`config.mk`:
```
export PLATFORM = sky130hd
export DESIGN_NAME = decoder_3to8_pulse_flat
export DESIGN_NICKNAME = d
export VERILOG_FILES = /design/src/rtl/decoder_3to8_pulse_if.sv /design/src/rtl/decoder_3to8_pulse.sv /design/src/flat_wrapper.sv
export SDC_FILE = /design/constraint.sdc
export NUM_CORES = 1
export LEC_CHECK = 0
export BUFFER_PORTS_ARGS = -buffer_cell sky130_fd_sc_hd__buf_2
export CORE_ASPECT_RATIO = 0.9
export CORE_MARGIN = 5
export CORE_UTILIZATION = 25
export CTS_BUF_LIST = sky130_fd_sc_hd__clkbuf_4 sky130_fd_sc_hd__clkbuf_8 sky130_fd_sc_hd__clkbuf_16
export DETAILED_ROUTE_END_ITERATION = 16
export PLACE_DENSITY_LB_ADDON = 0.05
export SETUP_SLACK_MARGIN = 0.4
export SLEW_MARGIN = 20
export SYNTH_ARGS = -nofsm -noshare
export SYNTH_HDL_FRONTEND = slang
export SYNTH_SLANG_ARGS = --single-unit
```
`constraint.sdc`:
```
create_clock -name clk -period 4.9 [get_ports clk]
set_input_delay 0.49 -clock clk [delete_from_list [all_inputs] [get_ports clk]]
set_output_delay 0.49 -clock clk [all_outputs]
set_load 0.02 [all_outputs]
```
`src/rtl/decoder_3to8_pulse_if.sv`:
```
// Handshake and output bundle for the sequenced 3-to-8 pulse decoder.
// The master issues line indices; the slave (decoder) drives one-hot lines and status.
interface decoder_3to8_pulse_if #(
  parameter int unsigned CW = 16
);
  logic          in_valid;
  logic [2:0]    in_code;
  logic          in_ready;
  logic [7:0]    y;
  logic          y_active;
  logic [CW-1:0] pulse_count;

  modport master (
    output in_valid,
    output in_code,
    input  in_ready,
    input  y,
    input  y_active,
    input  pulse_count
  );

  modport slave (
    input  in_valid,
    input  in_code,
    output in_ready,
    output y,
    output y_active,
    output pulse_count
  );
endinterface

```
`src/rtl/decoder_3to8_pulse.sv`:
```
// Sequenced 3-to-8 one-hot decoder: accepts a code, holds its line for HOLD
// cycles, idles for GAP cycles, and counts completed pulses.
module decoder_3to8_pulse #(
  parameter int unsigned HOLD = 4,
  parameter int unsigned GAP  = 1,
  parameter int unsigned CW   = 16
) (
  input  logic                     clk,
  input  logic                     rst_n,
  input  logic                     enable,
  decoder_3to8_pulse_if.slave      bus
);

  typedef enum logic [1:0] {
    S_IDLE,
    S_DRIVE,
    S_GAP
  } state_t;

  localparam logic [7:0] HOLD_M1 = 8'(HOLD - 1);
  localparam logic [7:0] GAP_M1  = 8'(GAP - 1);

  state_t        r_state;
  logic [7:0]    r_cnt;
  logic [7:0]    r_y;
  logic          r_y_active;
  logic [CW-1:0] r_pulse_count;

  logic          w_ready;
  logic          w_accept;

  assign w_ready  = enable && (r_state == S_IDLE);
  assign w_accept = w_ready && bus.in_valid;

  // DRIVE and GAP share one down-counter; enable low overrides every state.
  always_ff @(posedge clk or negedge rst_n) begin
    if (!rst_n) begin
      r_state       <= S_IDLE;
      r_cnt         <= '0;
      r_y           <= '0;
      r_y_active    <= 1'b0;
      r_pulse_count <= '0;
    end else if (!enable) begin
      r_state    <= S_IDLE;
      r_y        <= '0;
      r_y_active <= 1'b0;
    end else begin
      case (r_state)
        S_IDLE: begin
          if (w_accept) begin
            r_y        <= 8'(1) << bus.in_code;
            r_y_active <= 1'b1;
            r_cnt      <= HOLD_M1;
            r_state    <= S_DRIVE;
          end
        end
        S_DRIVE: begin
          if (r_cnt != '0) begin
            r_cnt <= r_cnt - 8'd1;
          end else begin
            r_y           <= '0;
            r_y_active    <= 1'b0;
            r_pulse_count <= r_pulse_count + CW'(1);
            if (GAP > 0) begin
              r_cnt   <= GAP_M1;
              r_state <= S_GAP;
            end else begin
              r_state <= S_IDLE;
            end
          end
        end
        S_GAP: begin
          if (r_cnt != '0) begin
            r_cnt <= r_cnt - 8'd1;
          end else begin
            r_state <= S_IDLE;
          end
        end
        default: begin
          r_state    <= S_IDLE;
          r_y        <= '0;
          r_y_active <= 1'b0;
        end
      endcase
    end
  end

  assign bus.in_ready    = w_ready;
  assign bus.y           = r_y;
  assign bus.y_active    = r_y_active;
  assign bus.pulse_count = r_pulse_count;

endmodule

```
`src/flat_wrapper.sv`:
```
// flat-port wrapper written by rule: the top's interface ports become plain ports
module decoder_3to8_pulse_flat 
#(
  parameter int unsigned HOLD = 4,
  parameter int unsigned GAP  = 1,
  parameter int unsigned CW   = 16
)
  (clk, rst_n, enable, bus_in_valid, bus_in_code, bus_in_ready, bus_y, bus_y_active, bus_pulse_count);
  decoder_3to8_pulse_if #(.CW(CW)) bus_i ();
  input  logic clk;
  input  logic rst_n;
  input  logic enable;
  input wire logic [$bits(bus_i.in_valid)-1:0] bus_in_valid;
  input wire logic [$bits(bus_i.in_code)-1:0] bus_in_code;
  output wire logic [$bits(bus_i.in_ready)-1:0] bus_in_ready;
  output wire logic [$bits(bus_i.y)-1:0] bus_y;
  output wire logic [$bits(bus_i.y_active)-1:0] bus_y_active;
  output wire logic [$bits(bus_i.pulse_count)-1:0] bus_pulse_count;
  assign bus_i.in_valid = bus_in_valid;
  assign bus_i.in_code = bus_in_code;
  assign bus_in_ready = bus_i.in_ready;
  assign bus_y = bus_i.y;
  assign bus_y_active = bus_i.y_active;
  assign bus_pulse_count = bus_i.pulse_count;
  decoder_3to8_pulse #(.HOLD(HOLD), .GAP(GAP), .CW(CW)) u_core (.clk(clk), .rst_n(rst_n), .enable(enable), .bus(bus_i));
endmodule
```
* Yosys cells after proc, flatten, opt, wreduce, memory -nomap -nowiden
Cells that the tools add are included.
** Storage, ports and cells
- Register bits after elaboration :: 35
- Output and inout port bits :: 26
- Word-level logic and storage cells :: 43
** Operators by class
- $add $sub $neg :: 2
- Equality and inequality tests :: 8
- Shift-type cells :: 1
- Muxes and demuxes :: 17
- Bitwise logic cells :: 1
- Reductions and logical operators :: 9
** Operators by type and width (number)
- two-way mux 8 bit :: 6
- one-hot mux 8 bit (3 select lines) :: 2
- adder 16 x 1 -> 16 bit (second input constant) :: 1
- AND reduction 3 bit :: 3
- two-way mux 2 bit :: 4
- nonzero test 8 bit :: 1
- << shifter 1 x 3 -> 8 bit (first input constant) :: 1
- subtractor 8 x 1 -> 8 bit (second input constant) :: 1
- inequality test 3 bit (second input constant) :: 2
- one-hot mux 2 bit (3 select lines) :: 1
- inequality test 2 x 1 -> 1 bit (second input constant) :: 2
- AND reduction 4 bit :: 1
- two-way mux 1 bit :: 3
- inequality test 3 x 2 -> 1 bit (second input constant) :: 1
- one-hot mux 1 bit (3 select lines) :: 1
- nonzero test 3 bit :: 1
- == test 2 x 1 -> 1 bit (second input constant) :: 1
- == test 2 bit (second input constant) :: 1
- logical AND 1 bit :: 2
- zero test 2 bit :: 1
- inequality test 2 bit (second input constant) :: 1
- inverter 1 bit :: 1

* Longest topological paths before layout
- Word-level depth :: 6
- Depth in mapped cells :: 7

* Worst setup path after synthesis
OpenSTA, ideal clock, no wires.
- Path kind :: flip-flop to flip-flop
- Start :: reg u_core.r_cnt[2]
- End :: reg u_core.r_pulse_count[1], in the netlist u_core.bus.pulse_count[1]
- Library setup time :: 125 ps
- Data arrival time :: 1775 ps
- Data required time :: 4775 ps
- Setup slack :: 3001 ps
- Cell stages (with the launch flop) :: 5
- Path buffers :: 1
- Cell sequence :: dfrtp_1 or4_1 buf_6 nor4_4 mux2_2
** On the way
- Longest elaborated chain between the ends :: 3
** RTL lines
- start, declared :: line decoder_3to8_pulse.sv:24 : logic [7:0] r_cnt;
- start signal, assigned :: line decoder_3to8_pulse.sv:59 : r_cnt <= r_cnt - 8'd1;
- start signal, assigned :: line decoder_3to8_pulse.sv:74 : r_cnt <= r_cnt - 8'd1;
- nonzero test 8 bit :: line decoder_3to8_pulse.sv:58 : if (r_cnt != '0) begin
- inverter 1 bit (no source line)
- AND reduction 3 bit (no source line)
- end signal, assigned :: line decoder_3to8_pulse.sv:63 : r_pulse_count <= r_pulse_count + CW'(1);
- end, declared :: line decoder_3to8_pulse.sv:27 : logic [CW-1:0] r_pulse_count;
No other way between the ends.
A chain may end at the register's enable or synchronous reset.

* Final worst setup path
Ends and elaborated chain as after synthesis.

==> impl_table.tex <==
\begin{tabular}{lr}
\hline
Metric & Value \\
\hline
\multicolumn{2}{l}{\textbf{Run status}} \\
Run status & complete, no violations \\
\multicolumn{2}{l}{\textbf{Detailed routing}} \\
Initial DRC count & 51 \\
Wire length reported by the detailed router & 4443 um \\
Post-detailed-route wirelength per cell & 15.01 um \\
Count of nets left with antenna violations after detail routing & 0 \\
Total number of vias & 1396 \\
Ratio of routed vias to standard cells & 4.716 \\
Detailed Routing Iterations Pass 1 & 4 \\
DRC violations left & 0 \\
\multicolumn{2}{l}{\textbf{STA}} \\
Total count of max-transition violations in the final report & 0 \\
Setup TNS & 0 ps \\
Pin slew with the least headroom to its limit & 813.8 ps \\
Crit share post-route & 0.4466 \\
Max Fclk & 0.4570 GHz \\
RSZ-0062 raised after global routing & false \\
Max\_slew headroom & 0.4575 \\
Clock period minus worst slack & 2188 ps \\
Final-report setup violation count & 0 \\
Post-route clock skew & 4.882 ps \\
Hold Fails Final Rpt & 0 \\
\multicolumn{2}{l}{\textbf{Placement}} \\
Estimated wirelength of the detail-placed design & 3325 um \\
Total placed cells including tap cells & 288 \\
Number of buffers inserted by port buffering & 32 \\
Final weighted congestion in routability-driven placement & 0.6823 \\
\multicolumn{2}{l}{\textbf{Finish}} \\
Layout cell share with drive strength beyond 1 & 0.2365 \\
Multi-input logic area & 884.6 um\^{}2 \\
Reg area & 875.8 um\^{}2 \\
Number of nets at the end of the flow & 215 \\
Number of antenna diodes & 0 \\
Number of filler instances in the final layout & 764 \\
Area growth from synthesis to layout & 18.95\% \\
Count of placed standard cells in the final layout, fillers left out & 296 \\
\multicolumn{2}{l}{\textbf{Critical path}} \\
Data arrival at the endpoint of the critical path & 2360 ps \\
Critical path type & reg -> reg \\
R2R setup slack & 2710 ps \\
Largest driver fanout on the critical path & 8 \\
Startpoint of the lowest-slack register-to-register path & u\_core.r\_cnt[2] \\
Required time reported for the critical path endpoint & 5070 ps \\
Critical Path End Type & flop \\
Cells on worst reg2reg path & 3 \\
Startpoint Class & flop \\
Endpoint of the lowest-slack register-to-register path & u\_core.bus.pulse\_count[1] \\
\multicolumn{2}{l}{\textbf{Logic synthesis}} \\
Post-synthesis area per instance & 10.80 um\^{}2 \\
Number of flip-flops and latches in the synthesized netlist & 35 \\
Synth cell types & 40 \\
Most used flip-flop cell after synthesis & sky130\_fd\_sc\_hd\_\_dfrtp\_1 \\
Register area share after synthesis & 0.4858 \\
Synth top cells by count & sky130\_fd\_sc\_hd\_\_dfrtp\_1, sky130\_fd\_sc\_hd\_\_nand2\_1, sky130\_fd\_sc\_hd\_\_xor2\_1 \\
Largest cells by area after synthesis & sky130\_fd\_sc\_hd\_\_dfrtp\_1, sky130\_fd\_sc\_hd\_\_xor2\_1, sky130\_fd\_sc\_hd\_\_ha\_1, sky130\_fd\_sc\_hd\_\_xnor2\_1, sky130\_fd\_sc\_hd\_\_a32o\_1 \\
Syn nets & 180 \\
Proportion of synthesized flip-flops having asynchronous set or reset & 1.000 \\
Combined area of all synthesized cells & 1803 um\^{}2 \\
Area share of the largest cell type after synthesis & 0.4858 \\
Cell type with the highest aggregate area in the netlist & sky130\_fd\_sc\_hd\_\_dfrtp\_1 \\
Yosys warns & 0 \\
Post-synth EDFFs & 0 \\
Synthesized instance count & 167 \\
Dominant cell by count in the synthesized netlist & sky130\_fd\_sc\_hd\_\_dfrtp\_1 \\
\multicolumn{2}{l}{\textbf{Pwr}} \\
Switching share of power & 0.3789 \\
Cell Int Power & 0.5267 mW \\
Power density relative to cell area & 395.4 nW/um\^{}2 \\
Switching power total & 0.3213 mW \\
Worst VDD drop & 0.1287 mV \\
Leak pwr & 1.050 nW \\
Sequential power share & 0.439 \\
Clock network fraction of design power & 0.253 \\
Portion of total power attributed to combinational logic & 0.308 \\
\multicolumn{2}{l}{\textbf{CTS}} \\
Hold-fix buffers at CTS & 0 \\
Clock transition at the register clock pins on the worst setup and hold paths after CTS & 70 ps \\
Max Buffers Root-to-Sink & 2 \\
Clock tree from TritonCTS & done \\
Number of CTS-inserted buffers & 5 \\
Sink Count & 35 \\
Htree depth & 2 \\
Buffer count from post-CTS setup fixing & 0 \\
Quantity of gates resized following cts & 0 \\
Clock latency reported for the late side of the worst-skew pair & 290 ps \\
Clock root buffer & sky130\_fd\_sc\_hd\_\_clkbuf\_8 \\
\multicolumn{2}{l}{\textbf{Floorplanning}} \\
Vert. Die Dim & 90.57 um \\
Starting density of the core & 0.2561 \\
Area enclosed by the die boundary & 9013 um\^{}2 \\
Die boundary width & 99.52 um \\
Area inside the core boundary & 7039 um\^{}2 \\
Io pins & 33 \\
Std-Cell Rows & 29 \\
\multicolumn{2}{l}{\textbf{GRT}} \\
Vias in the first global route & 1435 \\
Remaining global-route overflow & 0 \\
Largest net degree at the start of global routing & 36 \\
First-pass GRT wire length & 7583 um \\
Initial antenna violation count & 0 \\
GR Util All Layers & 0.1055 \\
\multicolumn{2}{l}{\textbf{Flow run}} \\
Total of max-cap violations & 0 \\
\multicolumn{2}{l}{\textbf{Worst hold path}} \\
Worst hold-check path type & in -> async \\
\hline
\end{tabular}
==> how the worst max path moves through the flow <==
stage,start,end,slack (ps)
2_1_floorplan,u_core.r_cnt[2],u_core.bus.pulse_count[1],3000
3_3_place_gp,u_core.r_cnt[2],u_core.bus.pulse_count[1],2740
3_5_place_dp,u_core.r_cnt[2],u_core.bus.pulse_count[1],2730
4_1_cts,u_core.r_cnt[2],u_core.bus.pulse_count[1],2700
5_1_grt,u_core.r_cnt[2],u_core.bus.y[3],2540
6_report,u_core.r_cnt[2],u_core.bus.pulse_count[1],2710
==> kinds of logic after synthesis <==
| group | count (synthesis) | synth area share |
|---|---|---|
| flip-flops | 35 | 0.4858 |
| XOR/XNOR | 15 | 0.07287 |
| multiplexers | 1 | 0.006245 |
| adder cells (fa/ha/maj) | 6 | 0.04164 |
| AND/OR/NAND/NOR | 70 | 0.2443 |
| AO/OA/AOI/OAI | 31 | 0.1256 |
| buffers and inverters | 9 | 0.02359 |
==> cell type report <==
class / count / share of cell area
tap: 93 / 0.05426
timing repair buffer: 32 / 0.07468
multi-input combinational: 123 / 0.4125
sequential: 35 / 0.4084
clock buffer: 6 / 0.03559
inverter: 5 / 0.008751
clock inverter: 2 / 0.005834
==> metrics by stage <==
stage	hold slack (ps)	total power, mW	cell area (um^2)	util	setup slack, ps
after floorplan	194.4	0.5800	1803	-	3001
after global placement	453.3	0.6398	2056	0.2920	2742
after detailed placement	453.8	0.6412	2056	0.2920	2730
after CTS	320.0	0.8631	2145	0.3047	2697
after global routing	358.7	0.9135	2145	0.3047	2545
final	289.2	0.8480	2145	0.3047	2712
==> flip-flops by register name (all words and copies together) (netlist names) <==
name and flops:
u_core.bus.pulse_count 16, u_core.bus.y 8, u_core.bus.y_active 1, u_core.r_cnt 8
u_core.r_state 2
==> layer usage <==
metal / share of wire / global-route usage
met2: 0.43 / 0.1521
met5: 0 / 0
met3: 0.047 / 0.03166
met1: 0.50 / 0.1472
met4: 0.017 / 0.03982
==> cell usage in the layout (no fill, tap or decap), drive strengths merged, types with 7 or more instances in the layout <==
master,instances
dfrtp,35
xor2,9
a21oi,7
nor4,7
buf,32
nand2,9
nor3,7
==> critical path, stage by stage, from the launching register on <==
cell                      delay, ps
sky130_fd_sc_hd__dfrtp_1        420
sky130_fd_sc_hd__or4_1          740
sky130_fd_sc_hd__nor4_4         510
sky130_fd_sc_hd__mux2_2         390
==> power by group through the flow <==
stage	logic, mW	clock network, mW	registers [mW]
2_1_floorplan	0.201	0	0.379
3_3_place_gp	0.264	0	0.375
3_5_place_dp	0.266	0	0.376
4_1_cts	0.267	0.226	0.371
5_1_grt	0.298	0.237	0.378
6_report	0.261	0.215	0.372
Note: power is estimated with default switching activity, not from simulation.
